**src/rtl/ransac_inlier_scorer_pkg.sv**
```systemverilog
// ransac_fixed: fixed-point distance/plane types plus inlier count, tie-break sum and scorer state types
package ransac_fixed;
    localparam int FIXED_BITS = 16;
    localparam int FIXED_VALUE_BITS = 16;
    localparam int COUNT_BITS = 16;
    typedef logic [FIXED_BITS-1:0] fixed_t;
    typedef struct packed {
        fixed_t nx;
        fixed_t ny;
        fixed_t nz;
        fixed_t d;
    } plane_t;
    typedef logic [COUNT_BITS-1:0] inlier_count_t;
    typedef logic [FIXED_VALUE_BITS+COUNT_BITS-1:0] inlier_sum_t;
    typedef enum logic {IDLE, ACCUM} scorer_state_t;
endpackage

```
**src/rtl/ransac_inlier_scorer_if.sv**
```systemverilog
// ransac_inlier_scorer_if: distance beats plus clear_best in (slave side), batch score and best plane out; best_sum only with RANSAC_INLIER_SUM_TIEBREAK_EN
interface ransac_inlier_scorer_if
    import ransac_fixed::*;
#(parameter int count_bits = COUNT_BITS) ();
    logic in_valid;
    logic in_first;
    logic in_last;
    fixed_t distance;
    plane_t plane;
    fixed_t threshold;
    logic clear_best;
    logic score_valid;
    logic [count_bits-1:0] score;
    logic best_valid;
    plane_t best_plane;
    logic [count_bits-1:0] best_count;
`ifdef RANSAC_INLIER_SUM_TIEBREAK_EN
    logic [FIXED_VALUE_BITS+count_bits-1:0] best_sum;
    modport master (output in_valid, in_first, in_last, distance, plane, threshold, clear_best,
                    input score_valid, score, best_valid, best_plane, best_count, best_sum);
    modport slave (input in_valid, in_first, in_last, distance, plane, threshold, clear_best,
                   output score_valid, score, best_valid, best_plane, best_count, best_sum);
`else
    modport master (output in_valid, in_first, in_last, distance, plane, threshold, clear_best,
                    input score_valid, score, best_valid, best_plane, best_count);
    modport slave (input in_valid, in_first, in_last, distance, plane, threshold, clear_best,
                   output score_valid, score, best_valid, best_plane, best_count);
`endif
endinterface

```
**src/rtl/ransac_best_plane_register.sv**
```systemverilog
// ransac_best_plane_register: holds the best plane/count since clear_best, updated at batch close (clear applies first; smaller-sum tie-break with RANSAC_INLIER_SUM_TIEBREAK_EN)
module ransac_best_plane_register
    import ransac_fixed::*;
#(parameter int count_bits = COUNT_BITS) (
    input  logic clock,
    input  logic reset,
    input  logic clear_best,
    input  logic close,
    input  plane_t plane,
    input  logic [count_bits-1:0] count,
`ifdef RANSAC_INLIER_SUM_TIEBREAK_EN
    input  logic [FIXED_VALUE_BITS+count_bits-1:0] sum,
    output logic [FIXED_VALUE_BITS+count_bits-1:0] best_sum,
`endif
    output logic best_valid,
    output plane_t best_plane,
    output logic [count_bits-1:0] best_count
);
    logic held, win;
    assign held = best_valid && !clear_best;
`ifdef RANSAC_INLIER_SUM_TIEBREAK_EN
    assign win = !held || count > best_count || (count == best_count && sum < best_sum);
`else
    assign win = !held || count > best_count;
`endif
    always_ff @(posedge clock) begin
        if (reset) begin
            best_valid <= 1'b0;
            best_plane <= '0;
            best_count <= '0;
`ifdef RANSAC_INLIER_SUM_TIEBREAK_EN
            best_sum <= '0;
`endif
        end else if (close && win) begin
            best_valid <= 1'b1;
            best_plane <= plane;
            best_count <= count;
`ifdef RANSAC_INLIER_SUM_TIEBREAK_EN
            best_sum <= sum;
`endif
        end else if (clear_best) begin
            best_valid <= 1'b0;
        end
    end
endmodule

```
**src/rtl/ransac_inlier_scorer.sv**
```systemverilog
// ransac_inlier_scorer: counts inliers per plane batch (clock/reset plain, stream and results on interface s), pulses score_valid, tracks best plane; option RANSAC_INLIER_SUM_TIEBREAK_EN
module ransac_inlier_scorer
    import ransac_fixed::*;
#(parameter int count_bits = COUNT_BITS) (
    input logic clock,
    input logic reset,
    ransac_inlier_scorer_if.slave s
);
    localparam logic [count_bits-1:0] CMAX = '1;
    scorer_state_t state, state_n;
    logic [count_bits-1:0] count, count_n;
    fixed_t thr_q, thr_eff;
    plane_t plane_q, plane_eff;
    logic start, close, hit;
    assign start = s.in_valid && (s.in_first || state == IDLE);
    assign close = s.in_valid && s.in_last;
    assign thr_eff = start ? s.threshold : thr_q;
    assign plane_eff = start ? s.plane : plane_q;
    assign hit = s.distance <= thr_eff;
    always_comb begin
        state_n = state;
        count_n = count;
        if (s.in_valid) begin
            state_n = s.in_last ? IDLE : ACCUM;
            count_n = start ? count_bits'(hit) : count + count_bits'(hit && count != CMAX);
        end
    end
    always_ff @(posedge clock) begin
        if (reset) begin
            state <= IDLE;
            count <= '0;
            thr_q <= '0;
            plane_q <= '0;
            s.score_valid <= 1'b0;
            s.score <= '0;
        end else begin
            state <= state_n;
            count <= count_n;
            if (start) begin
                thr_q <= s.threshold;
                plane_q <= s.plane;
            end
            s.score_valid <= close;
            if (close) s.score <= count_n;
        end
    end
`ifdef RANSAC_INLIER_SUM_TIEBREAK_EN
    localparam int SW = FIXED_VALUE_BITS + count_bits;
    logic [SW-1:0] sum, sum_n, add;
    logic [SW:0] raw;
    assign add = hit ? SW'(s.distance) : '0;
    assign raw = (start ? {(SW+1){1'b0}} : {1'b0, sum}) + {1'b0, add};
    assign sum_n = !s.in_valid ? sum : raw[SW] ? '1 : raw[SW-1:0];
    always_ff @(posedge clock) begin
        if (reset) sum <= '0;
        else sum <= sum_n;
    end
`endif
    ransac_best_plane_register #(.count_bits(count_bits)) u_best (
        .clock(clock),
        .reset(reset),
        .clear_best(s.clear_best),
        .close(close),
        .plane(plane_eff),
        .count(count_n),
`ifdef RANSAC_INLIER_SUM_TIEBREAK_EN
        .sum(sum_n),
        .best_sum(s.best_sum),
`endif
        .best_valid(s.best_valid),
        .best_plane(s.best_plane),
        .best_count(s.best_count)
    );
endmodule

```
**src/flat_wrapper.sv**
```systemverilog
// flat-port wrapper written by rule: the top's interface ports become plain ports
module ransac_inlier_scorer_flat import ransac_fixed::*;
#(parameter int count_bits = COUNT_BITS)
  (clock, reset, s_in_valid, s_in_first, s_in_last, s_distance, s_plane, s_threshold, s_clear_best, s_score_valid, s_score, s_best_valid, s_best_plane, s_best_count);
  ransac_inlier_scorer_if #(.count_bits(count_bits)) s_i ();
  input logic clock;
  input logic reset;
  input wire logic [$bits(s_i.in_valid)-1:0] s_in_valid;
  input wire logic [$bits(s_i.in_first)-1:0] s_in_first;
  input wire logic [$bits(s_i.in_last)-1:0] s_in_last;
  input wire logic [$bits(s_i.distance)-1:0] s_distance;
  input wire logic [$bits(s_i.plane)-1:0] s_plane;
  input wire logic [$bits(s_i.threshold)-1:0] s_threshold;
  input wire logic [$bits(s_i.clear_best)-1:0] s_clear_best;
  output wire logic [$bits(s_i.score_valid)-1:0] s_score_valid;
  output wire logic [$bits(s_i.score)-1:0] s_score;
  output wire logic [$bits(s_i.best_valid)-1:0] s_best_valid;
  output wire logic [$bits(s_i.best_plane)-1:0] s_best_plane;
  output wire logic [$bits(s_i.best_count)-1:0] s_best_count;
  assign s_i.in_valid = s_in_valid;
  assign s_i.in_first = s_in_first;
  assign s_i.in_last = s_in_last;
  assign s_i.distance = s_distance;
  assign s_i.plane = s_plane;
  assign s_i.threshold = s_threshold;
  assign s_i.clear_best = s_clear_best;
  assign s_score_valid = s_i.score_valid;
  assign s_score = s_i.score;
  assign s_best_valid = s_i.best_valid;
  assign s_best_plane = s_i.best_plane;
  assign s_best_count = s_i.best_count;
  ransac_inlier_scorer #(.count_bits(count_bits)) u_core (.clock(clock), .reset(reset), .s(s_i));
endmodule
```
**config.mk**
```make
export PLATFORM = sky130hd
export DESIGN_NAME = ransac_inlier_scorer_flat
export DESIGN_NICKNAME = d
export VERILOG_FILES = /design/src/rtl/ransac_inlier_scorer_pkg.sv /design/src/rtl/ransac_inlier_scorer_if.sv /design/src/rtl/ransac_best_plane_register.sv /design/src/rtl/ransac_inlier_scorer.sv /design/src/flat_wrapper.sv
export SDC_FILE = /design/constraint.sdc
export NUM_CORES = 1
export LEC_CHECK = 0
export CORE_MARGIN = 4
export CORE_UTILIZATION = 40
export CTS_CLUSTER_SIZE = 25
export DETAILED_ROUTE_END_ITERATION = 8
export GPL_ROUTABILITY_DRIVEN = 1
export PLACE_DENSITY = 0.77
export SYNTH_ARGS = -nofsm -noshare
export SYNTH_HDL_FRONTEND = slang
export SYNTH_HIERARCHICAL = 1
export SYNTH_SLANG_ARGS = --single-unit
export TNS_END_PERCENT = 10
```
**constraint.sdc**
```tcl
create_clock -name clock -period 7.8 [get_ports clock]
set_input_delay 0.78 -clock clock [delete_from_list [all_inputs] [get_ports clock]]
set_output_delay 0.78 -clock clock [all_outputs]
set_load 0.05 [all_outputs]
```
==> qor.csv, run 1 <==
metric;value;unit
worstReg2RegEnd;u_core/u_best/best_plane[31]$_SDFFE_PP0P_;
synth-seq-cells;195;
setup_viol;0;
slew_headroom;27.1;%
slew_viol_final;0;
root_buffer;clkbuf_16;
grt.total_usage;17.1;%
outcome;finished clean;
startpoint_type;input pin;
hold_depth;2;
grt_max_degree;184;
vias_per_cell;4.98;
syn_to_final_growth;27.9;%
final_antenna_net_count;0;
synth_edf_count;0;
hold_start;u_core/s.score[15]$_SDFFE_PP0P_;
cp-end-kind;flip-flop;
place.gp.congestion;0.839;
min_period;6.84;ns
hold_viol_final;0;
routed_wl;21.9;mm
drt_iter0_markers;411;
drc;0;
ios;200;
grt-ovfl-total;0;
startpoint;s_in_valid;
leakage;4.58;nW
syn_nets;1170;
ys.flop_type;dfxtp_1;
r2r-start;u_core/state$_SDFFE_PP0P_;
nets;1329;
synth_top_cell_by_area;dfxtp_1;
vias;7393;
reg2reg_setup_slack;1.59;ns
antenna_found_initial;0;
dr_wl_met3;1.68;mm
synth_compound_area_share;7.69;%
slowest_delay;0.78;ns
cts-buffers-inserted;17;
dieArea;25100;µm²
critPathArrivalTime;7.20;ns
cts_tree;yes;
crit_slowest_cell;clkdlybuf4s50_1;
crit_type;in -> reg;
cts_hold_repair.buffers;0;
synth_top_area_share;43.1;%
dpl.cell_count;1454;
synth.mux.area_fraction;10.5;%
grt_pass1_vias;7046;
io_buffers;199;
synth_top_family_by_area;simple AND/OR/NAND/NOR gates;
n_antenna_cell;0;
synthTopCellsByArea;dfxtp_1 (43%), nand2b_1 (11%), mux2i_1 (10%), nand2_1 (9.2%), a21oi_1 (5.0%);
clkTransAtPathRegs;0.07;ns
fin_setup_tns;0;ns
yosysSeqAreaShare;43.1;%
critical_path.top_delay_family;simple AND/OR/NAND/NOR gates;
synthesis.area;9060;µm²
final_common_cell;nand2_1;
final_cell_mix;nand2_1 (220), clkdlybuf4s50_1 (198), dfxtp_1 (195), nand2b_1 (162), mux2i_1 (95);
tightest_slew;1.09;ns
synthSimpleGateAreaFrac;27.0;%
period_share;87.7;%
highest_layer;met4;
worst-path-buf-inv;2;
die_x;159;µm
post_cts_resize_count;0;
synth_fa_ha_area_share;4.70;%
power_density;193;nW/µm²
fin_skew;0.0134;ns
wl_per_cell;14.8;µm
cp_cell_sequence;clkdlybuf4s50_1 > and2_4 > mux2i_1 > ha_1 > a41o_1 > a21oi_1 > o32ai_1 > or4_1 > a21oi_1 > ha_1 > nand3_2 > or4_1 > nor2_1 > xnor2_1 > nor2_1 > ha_1 > nand4_1 > nor4_2 > a21boi_2 > o31a_2 > buf_4 > mux2i_1;
r2r_cells;22;
fp.dieH;159;µm
core;22000;µm²
rsz0062_at_grt;false;
cts.sinks;195;
post-cts-setup-buffers;0;
worstPathRequired;8.15;ns
wirelength_met1;9.52;mm
layoutNonFillerInstCount;1486;
hold_end;u_core/s.score[15]$_SDFFE_PP0P_;
synth_xor_area_share;0.870;%
fmax;146;MHz
first_pass_iters;4;
yosys_warnings;6;
met2_length;10.4;mm
hold_path_class;reg -> reg;
path_common_cell;ha_1;
clock_path_buffers;2;
dp.final_hpwl;15.1;mm
synth.avg_cell_area;8.76;µm²
yosys.cell_types.count;51;
h-tree-depth;4;
clock_latency;0.43;ns
vdd_ir_drop_max;0.124;mV
drive_gt1_share;4.39;%
maxCapViolCount;0;
grt_pass1_wl;34.7;mm
async_reset_ff_share;0;%
postSynthCellCount;1034;
path_max_fanout;31;
start_util;41.1;%
num_rows;54;
## worst min-delay path, stage by stage, from the launching register on
cell	delay, ns
dfxtp_1	0.31
nand2_1	0.05
a21oi_1	0.05
## area by class of cell
type,count,area [µm²]
flip-flops and latches,195,3900
fillers,2021,10400
inverters,28,105
multi-input cells,746,4610
repair buffers,205,2050
clock inverters,14,141
well taps,280,350
clock buffers,18,429
## metrics by stage
| stage | instance area (µm²) | utilization (%) | total power, W | hold WS (ns) | setup WS [ns] |
|---|---|---|---|---|---|
| 2_1_floorplan | 9060 | - | 0.00130 | 0.444 | 1.83 |
| 4_1_cts | 11600 | 52.6 | 0.00227 | 0.456 | 0.981 |
| 5_1_grt | 11600 | 52.6 | 0.00234 | 0.484 | 0.401 |
| 3_3_place_gp | 11000 | 50.0 | 0.00140 | 0.445 | 0.787 |
| 6_report | 11600 | 52.6 | 0.00224 | 0.456 | 0.957 |
| 3_5_place_dp | 11000 | 50.0 | 0.00141 | 0.448 | 0.568 |
## registers in the layout, indices dropped and copies added (netlist names)
name and count:
u_core/count 16, u_core/plane_q 64, u_core/s.score 16, u_core/s.score_valid 1, u_core/state 1, u_core/thr_q 16, u_core/u_best/best_count 16, u_core/u_best/best_plane 64
u_core/u_best/best_valid 1
## how the worst max path moves through the flow
| stage | slack [ns] | cells past startpoint | to |
|---|---|---|---|
| finish | 0.96 | 22 | u_core/u_best/best_plane[31]$_SDFFE_PP0P_ |
| detailed placement | 0.57 | 22 | u_core/u_best/best_plane[31]$_SDFFE_PP0P_ |
| global placement | 0.79 | 21 | u_core/u_best/best_plane[34]$_SDFFE_PP0P_ |
| global route | 0.40 | 21 | u_core/u_best/best_plane[1]$_SDFFE_PP0P_ |
| floorplan | 1.83 | 25 | u_core/u_best/best_count[0]$_SDFFE_PP0P_ |
| CTS | 0.98 | 22 | u_core/u_best/best_plane[31]$_SDFFE_PP0P_ |
## cell families after synthesis
kind of cell,count (synthesis)
adder cells (fa/ha/maj),34
flip-flops,195
multiplexers,95
XOR/XNOR,9
buffers and inverters,93
AO/OA/AOI/OAI,124
AND/OR/NAND/NOR,484
## Yosys cell counts, drive strengths merged, types with 6 or more instances
library cell / count
nand4: 10
clkbuf: 45
nand3: 10
nor3: 16
inv: 28
buf: 19
mux2i: 95
nand2b: 162
nor2: 34
dfxtp: 195
nand2: 221
xnor2: 7
o21ai: 9
or3: 9
a21oi: 91
ha: 34
nor2b: 6
## metal layers
layer | track usage, % | vias to the layer above
met3 | 5.57 | 23
met4 | 5.04 | 0
met5 | 0 | -
li1 | - | 3740
met2 | 29.3 | 194
met1 | 20.6 | 3436
## power breakdown
group / leakage [nW] / switching [W] / internal, W
combinational: 2.71 / 0.000189 / 0.000145
clock: 0.282 / 0.000429 / 0.000427
sequential: 1.59 / 0.0000156 / 0.00104
No activity file was read; power rests on OpenSTA's default activity.
==> run 2: changes to the inputs <==
--- a/config.mk
+++ b/config.mk
@@ -7,6 +7,7 @@
 export LEC_CHECK = 0
 export CORE_MARGIN = 4
 export CORE_UTILIZATION = 40
+export CTS_BUF_LIST = sky130_fd_sc_hd__clkbuf_8 sky130_fd_sc_hd__clkbuf_16
 export CTS_CLUSTER_SIZE = 25
 export DETAILED_ROUTE_END_ITERATION = 8
 export GPL_ROUTABILITY_DRIVEN = 1
==> qor.csv, run 2 (same netlist as run 1, synthesis figures left out) <==
metric;value;unit
first_pass_iters;4;
drt_iter0_markers;408;
final_antenna_net_count;0;
die_x;159;µm
n_antenna_cell;0;
post-cts-setup-buffers;0;
place_ws;0.568;ns
vdd_ir_drop_max;0.124;mV
antenna_found_initial;0;
cts_tree;yes;
place.gp.congestion;0.839;
hold_end;u_core/s.score[15]$_SDFFE_PP0P_;
crit_slowest_cell;clkdlybuf4s50_1;
outcome;finished clean;
fin_ws;0.956;ns
maxCapViolCount;0;
clock_path_buffers;2;
final_cell_mix;nand2_1 (220), clkdlybuf4s50_1 (198), dfxtp_1 (195), nand2b_1 (162), mux2i_1 (95);
slew_headroom;27.2;%
power_density;193;nW/µm²
startpoint_type;input pin;
cp_cell_sequence;clkdlybuf4s50_1 > and2_4 > mux2i_1 > ha_1 > a41o_1 > a21oi_1 > o32ai_1 > or4_1 > a21oi_1 > ha_1 > nand3_2 > or4_1 > nor2_1 > xnor2_1 > nor2_1 > ha_1 > nand4_1 > nor4_2 > a21boi_2 > o31a_2 > buf_4 > mux2i_1;
final_core_util;52.6;%
grt-ovfl-total;0;
cts_hold_repair.buffers;0;
critPathArrivalTime;7.20;ns
hold_path_class;reg -> reg;
fin_setup_tns;0;ns
fmax;146;MHz
period_share;87.7;%
dp.final_hpwl;15.1;mm
hold_start;u_core/s.score[15]$_SDFFE_PP0P_;
crit_type;in -> reg;
vias;7390;
io_buffers;199;
clock_latency;0.43;ns
clkTransAtPathRegs;0.07;ns
slowest_delay;0.78;ns
root_buffer;clkbuf_16;
slew_viol_final;0;
reg.largest.list;u_core/plane_q x64, u_core/u_best/best_plane x64;
grt_pass1_wl;34.7;mm
r2r_cells;22;
reg2reg_setup_slack;1.59;ns
num_rows;54;
min_period;6.84;ns
grt.total_usage;17.1;%
drive_gt1_share;4.39;%
path_max_fanout;31;
worstReg2RegEnd;u_core/u_best/best_plane[31]$_SDFFE_PP0P_;
start_util;41.1;%
dieArea;25100;µm²
drc;0;
h-tree-depth;4;
tightest_slew;1.09;ns
nets;1329;
power;0.00224;W
fin_skew;0.0136;ns
ios;200;
vias_per_cell;4.97;
hold_viol_final;0;
cts-buffers-inserted;17;
wl_per_cell;14.8;µm
cts.sinks;195;
fp.dieH;159;µm
routed_wl;21.9;mm
cp-end-kind;flip-flop;
worstPathRequired;8.15;ns
r2r-start;u_core/state$_SDFFE_PP0P_;
setup_viol;0;
final_common_cell;nand2_1;
path_common_cell;ha_1;
grt_pass1_vias;7046;
hold-worst-slack;0.456;ns
grt_max_degree;184;
leakage;4.58;nW
core;22000;µm²
post_cts_resize_count;0;
hold_depth;2;
syn_to_final_growth;27.9;%
rsz0062_at_grt;false;
[run 2: changes by cell type in the layout (fill, tap and decap cells not counted), sizes merged]
| cell | previous run | this run |
|---|---|---|
| clkbuf | 18 | 17 |
| inv | 36 | 37 |
[run 2: how the worst max path moves through the flow]
stage                          start                                   endpoint  slack (ns)  cells past startpoint
after floorplan           s_in_first   u_core/u_best/best_count[0]$_SDFFE_PP0P_        1.83                     25
after global routing      s_in_valid   u_core/u_best/best_plane[1]$_SDFFE_PP0P_        0.40                     21
final                     s_in_valid  u_core/u_best/best_plane[31]$_SDFFE_PP0P_        0.96                     22
after detailed placement  s_in_valid  u_core/u_best/best_plane[31]$_SDFFE_PP0P_        0.57                     22
after global placement    s_in_valid  u_core/u_best/best_plane[34]$_SDFFE_PP0P_        0.79                     21
after CTS                 s_in_valid  u_core/u_best/best_plane[31]$_SDFFE_PP0P_        0.98                     22
[run 2: final cells by class]
type	instances	area [µm²]
clock buffer	17	425
clock inverter	15	145
fill	2021	10400
inverter	28	105
multi-input combinational	746	4610
sequential	195	3900
tap	280	350
timing repair buffer	205	2050
[run 2: worst max-delay path: cells and delay by family]
kind	cells	cell delay (ns)
AO/OA/AOI/OAI	6	1.11
XOR/XNOR	1	0.19
adder cells (fa/ha/maj)	3	0.83
buffers and inverters	2	1.24
multiplexers	2	0.54
AND/OR/NAND/NOR	8	2.46
[run 2: report_power, final]
| part | switching (W) | internal (W) |
|---|---|---|
| Sequential | 0.0000156 | 0.00104 |
| Clock | 0.000429 | 0.000426 |
| Combinational | 0.000189 | 0.000145 |
[run 2: metrics by stage]
stage          cell area, µm²  cells
2_1_floorplan            9060   1034
3_3_place_gp            11000   1454
3_5_place_dp            11000   1454
4_1_cts                 11600   1486
5_1_grt                 11600   1486
6_report                11600   1486
[run 2: layer usage]
metal  GRT usage, %  wire length (µm)  vias up
li1               -                 -     3742
met2           29.3             10400      194
met3           5.57              1680       23
met1           20.6              9520     3431
met4           5.04               331        0
met5              0                 0        -
==> RTL edit, RTL diff (flow settings as in run 1) <==
Set the package constant `FIXED_BITS` to 18 (it was 16).
--- a/src/rtl/ransac_inlier_scorer_pkg.sv
+++ b/src/rtl/ransac_inlier_scorer_pkg.sv
@@ -2,3 +2,3 @@
 package ransac_fixed;
-    localparam int FIXED_BITS = 16;
+    localparam int FIXED_BITS = 18;
     localparam int FIXED_VALUE_BITS = 16;
Interface: changed (resized s_best_plane, s_distance, s_plane and s_threshold); port bits go from 200 to 220. No check against the original RTL was run, so the function may have changed too.
==> RTL edit against run 1 <==
- area after synthesis is 6.6% higher
- worst setup slack better by 0.047 ns
- power is 26% higher
- first-iteration DRC count is 0.49% higher
- cell area is 12% higher
- sequential cell count is 18 higher
- hold slack better by 0.00060 ns
- sequential power is 9.5% higher
- routed wire length is 8.3% higher
- critical endpoint is now u_core/u_best/best_plane[48]
- largest power group is now the clock network
==> RTL edit: results (changes against run 1) <==
The flow ran to the end, and the final reports show no timing, DRC or antenna violations. The antenna diode count came to 0 (unchanged). The met3 wirelength from detailed routing is 1.83 mm (+8.8%).

The detailed router's first-iteration violation count came out at 413 (+0.49%). The number of clock buffers inserted by TritonCTS is 24 (+7). In the final layout, the registers with the most flip-flops are u_core/plane_q: 72 flops, u_core/u_best/best_plane: 72 flops, u_core/thr_q: 18 flops. The number of nets produced by synthesis is 1,270 (+8.5%). The standard cell area after detailed placement came out at 12,000 sq um (+9.0%). The start of the worst register-to-register path is u_core/state.

The number of global-route vias before repair is 7,682 (+9.0%). The synthesis warning total came out at 6 (unchanged). The aggregate routed wire length came out at 23.8 mm (+8.3%). The max-slew headroom at the worst pin is 30.2% (+3.1 points). The total overflow reported by the global router came out at 0 (unchanged).

The clock latency reported for the late side of the worst-skew pair came to 0.51 ns (+0.08 ns). The leakage power figure came out at 5.19 nW (+13%). The proportion of layout cells with a drive suffix above 1 came out at 4.98% (+0.59 points). The worst voltage drop across the vdd grid came out at 0.185 mV (+49%). The global-route wire length before repair was 37.9 mm (+9.2%). The final weighted congestion of routability-driven global placement came out at 0.835 (-0.52%). The number of instances on the worst hold path came to 2 (unchanged). The count of instances resized after the clock tree is built came to 0 (unchanged). The number of optimization iterations in the first detailed-route pass is 5 (+1).

The highest layer touched by signal routing is met4. The final net count came out at 1,456 (+9.6%). Counting instances in the post-synthesis netlist gives the leading cell types as 247 x nand2_1, 213 x dfxtp_1, 180 x nand2b_1.

The routed length on met1 came out at 10.4 mm (+8.9%). The total routing resource utilization after global routing is 17.1% (-0.018 points). The maximum fanout along the worst path came out at 30 (-3.2%). The buffer depth of the longest clock path came out at 3 (+1). The number of port buffers is 219 (+10%).

In this run the critical register-to-register path is captured at u_core/u_best/best_plane[48]. The number of setup buffers added after CTS is 0 (unchanged). The worst reg-to-reg setup slack was 1.45 ns (-0.14 ns). The signal arrival time at the worst endpoint is 7.22 ns (+0.02 ns). The startpoint identified for the worst hold timing path is u_core/s.score[8]. The sink of the worst hold path is u_core/s.score[8]. The placed wire-length estimate after detailed placement came out at 16.3 mm (+8.6%). The number of antenna violations at the first check in global routing was 0 (unchanged).

After synthesis, the cell types taking the most area are dfxtp_1 44%, nand2b_1 12%, mux2i_1 11%. The unique cell type count in the Yosys netlist came out at 55 (+7.8%). The clock root buffer master is clkbuf_16. The maximum number of pins on one net before global-route repair came out at 192 (+4.3%). The total via count in the routed design was 7,979 (+7.9%). The routed length on met2 came out at 10.9 mm (+5.1%). The worst reg2reg path depth is 22 (unchanged). The worst clock skew came to 0.0143 ns (+0.000906 ns). The share of flip-flops with an asynchronous set or reset is 0% (unchanged). The sequential element share of the synthesized area was 44.1% (+1.1 points). The depth of the CTS H-tree is 1 (-3). The clock-pin slew reported for the worst setup and hold paths after clock tree synthesis is ~0.060 ns. The worst hold path belongs to the class flip-flop to flip-flop.
RTL edit: power breakdown:
part	internal (W)	total [W]	switching [W]	leakage (nW)
clock network	0.000844	0.00130	0.000458	0.457
logic	0.000162	0.000375	0.000213	3.00
registers	0.00113	0.00115	0.0000180	1.74
total	0.00214	0.00283	0.000688	5.19
RTL edit: kinds of logic (layout without fill, tap and decap cells):
group           after synthesis  in the layout  share of synthesized area [%]
flops                       213            213                           44.1
simple gates                528            528                           27.2
xor+xnor                      8              8                          0.725
buf+inv                      96            300                           4.51
compound gates              134            134                           7.86
mux                         105            105                           10.9
fa+ha+maj                    36             36                           4.66
RTL edit: worst max-delay path by stage:
stage | startpoint | to | slack (ns) | cells after the start
floorplan | s_in_first | u_core/u_best/best_plane[18] | 2.01 | 27
global placement | s_in_first | u_core/u_best/best_plane[42] | 0.86 | 23
detailed placement | s_in_first | u_core/u_best/best_plane[48] | 0.53 | 23
CTS | s_in_first | u_core/u_best/best_plane[48] | 1.05 | 23
global route | s_in_first | u_core/u_best/best_plane[42] | 0.39 | 22
finish | s_in_first | u_core/u_best/best_plane[48] | 1.00 | 23
RTL edit: through the flow:
stage | setup slack, ns | total power (W) | cells | hold WS [ns]
after floorplan | 2.01 | 0.00142 | 1120 | 0.444
after global placement | 0.858 | 0.00155 | 1599 | 0.447
after detailed placement | 0.531 | 0.00155 | 1599 | 0.450
after CTS | 1.05 | 0.00287 | 1643 | 0.459
after global routing | 0.394 | 0.00294 | 1643 | 0.483
final | 1.00 | 0.00283 | 1643 | 0.456
RTL edit: layout make-up:
class,instances,area (sq um)
fill,2112,10700
timing repair buffer,227,2270
sequential,213,4260
tap,319,399
inverter,29,109
clock buffer,28,667
multi-input combinational,811,4970
clock inverter,16,268
RTL edit: routing by layer:
| layer | vias to the layer above | track usage (%) |
|---|---|---|
| met5 | - | 0 |
| met4 | 0 | 4.92 |
| li1 | 4065 | - |
| met2 | 216 | 28.5 |
| met1 | 3662 | 21.5 |
| met3 | 36 | 5.02 |
RTL edit: critical path, cell delays in order:
cell and delay, ns:
clkdlybuf4s50_1 0.42, nand2b_1 0.30, nand2_4 0.37, mux2i_1 0.29, ha_1 0.30, a21oi_1 0.18, o21ai_0 0.09, a2111oi_0 0.61
o21ai_0 0.22, a22oi_1 0.26, ha_1 0.23, nand4_2 0.22, nor4_1 0.32, and2_1 0.24, xnor2_1 0.16, nor2_1 0.09
ha_1 0.34, nand4_1 0.17, nor4_1 0.43, a21boi_1 0.22, o31a_2 0.20, buf_4 0.46, mux2i_1 0.26
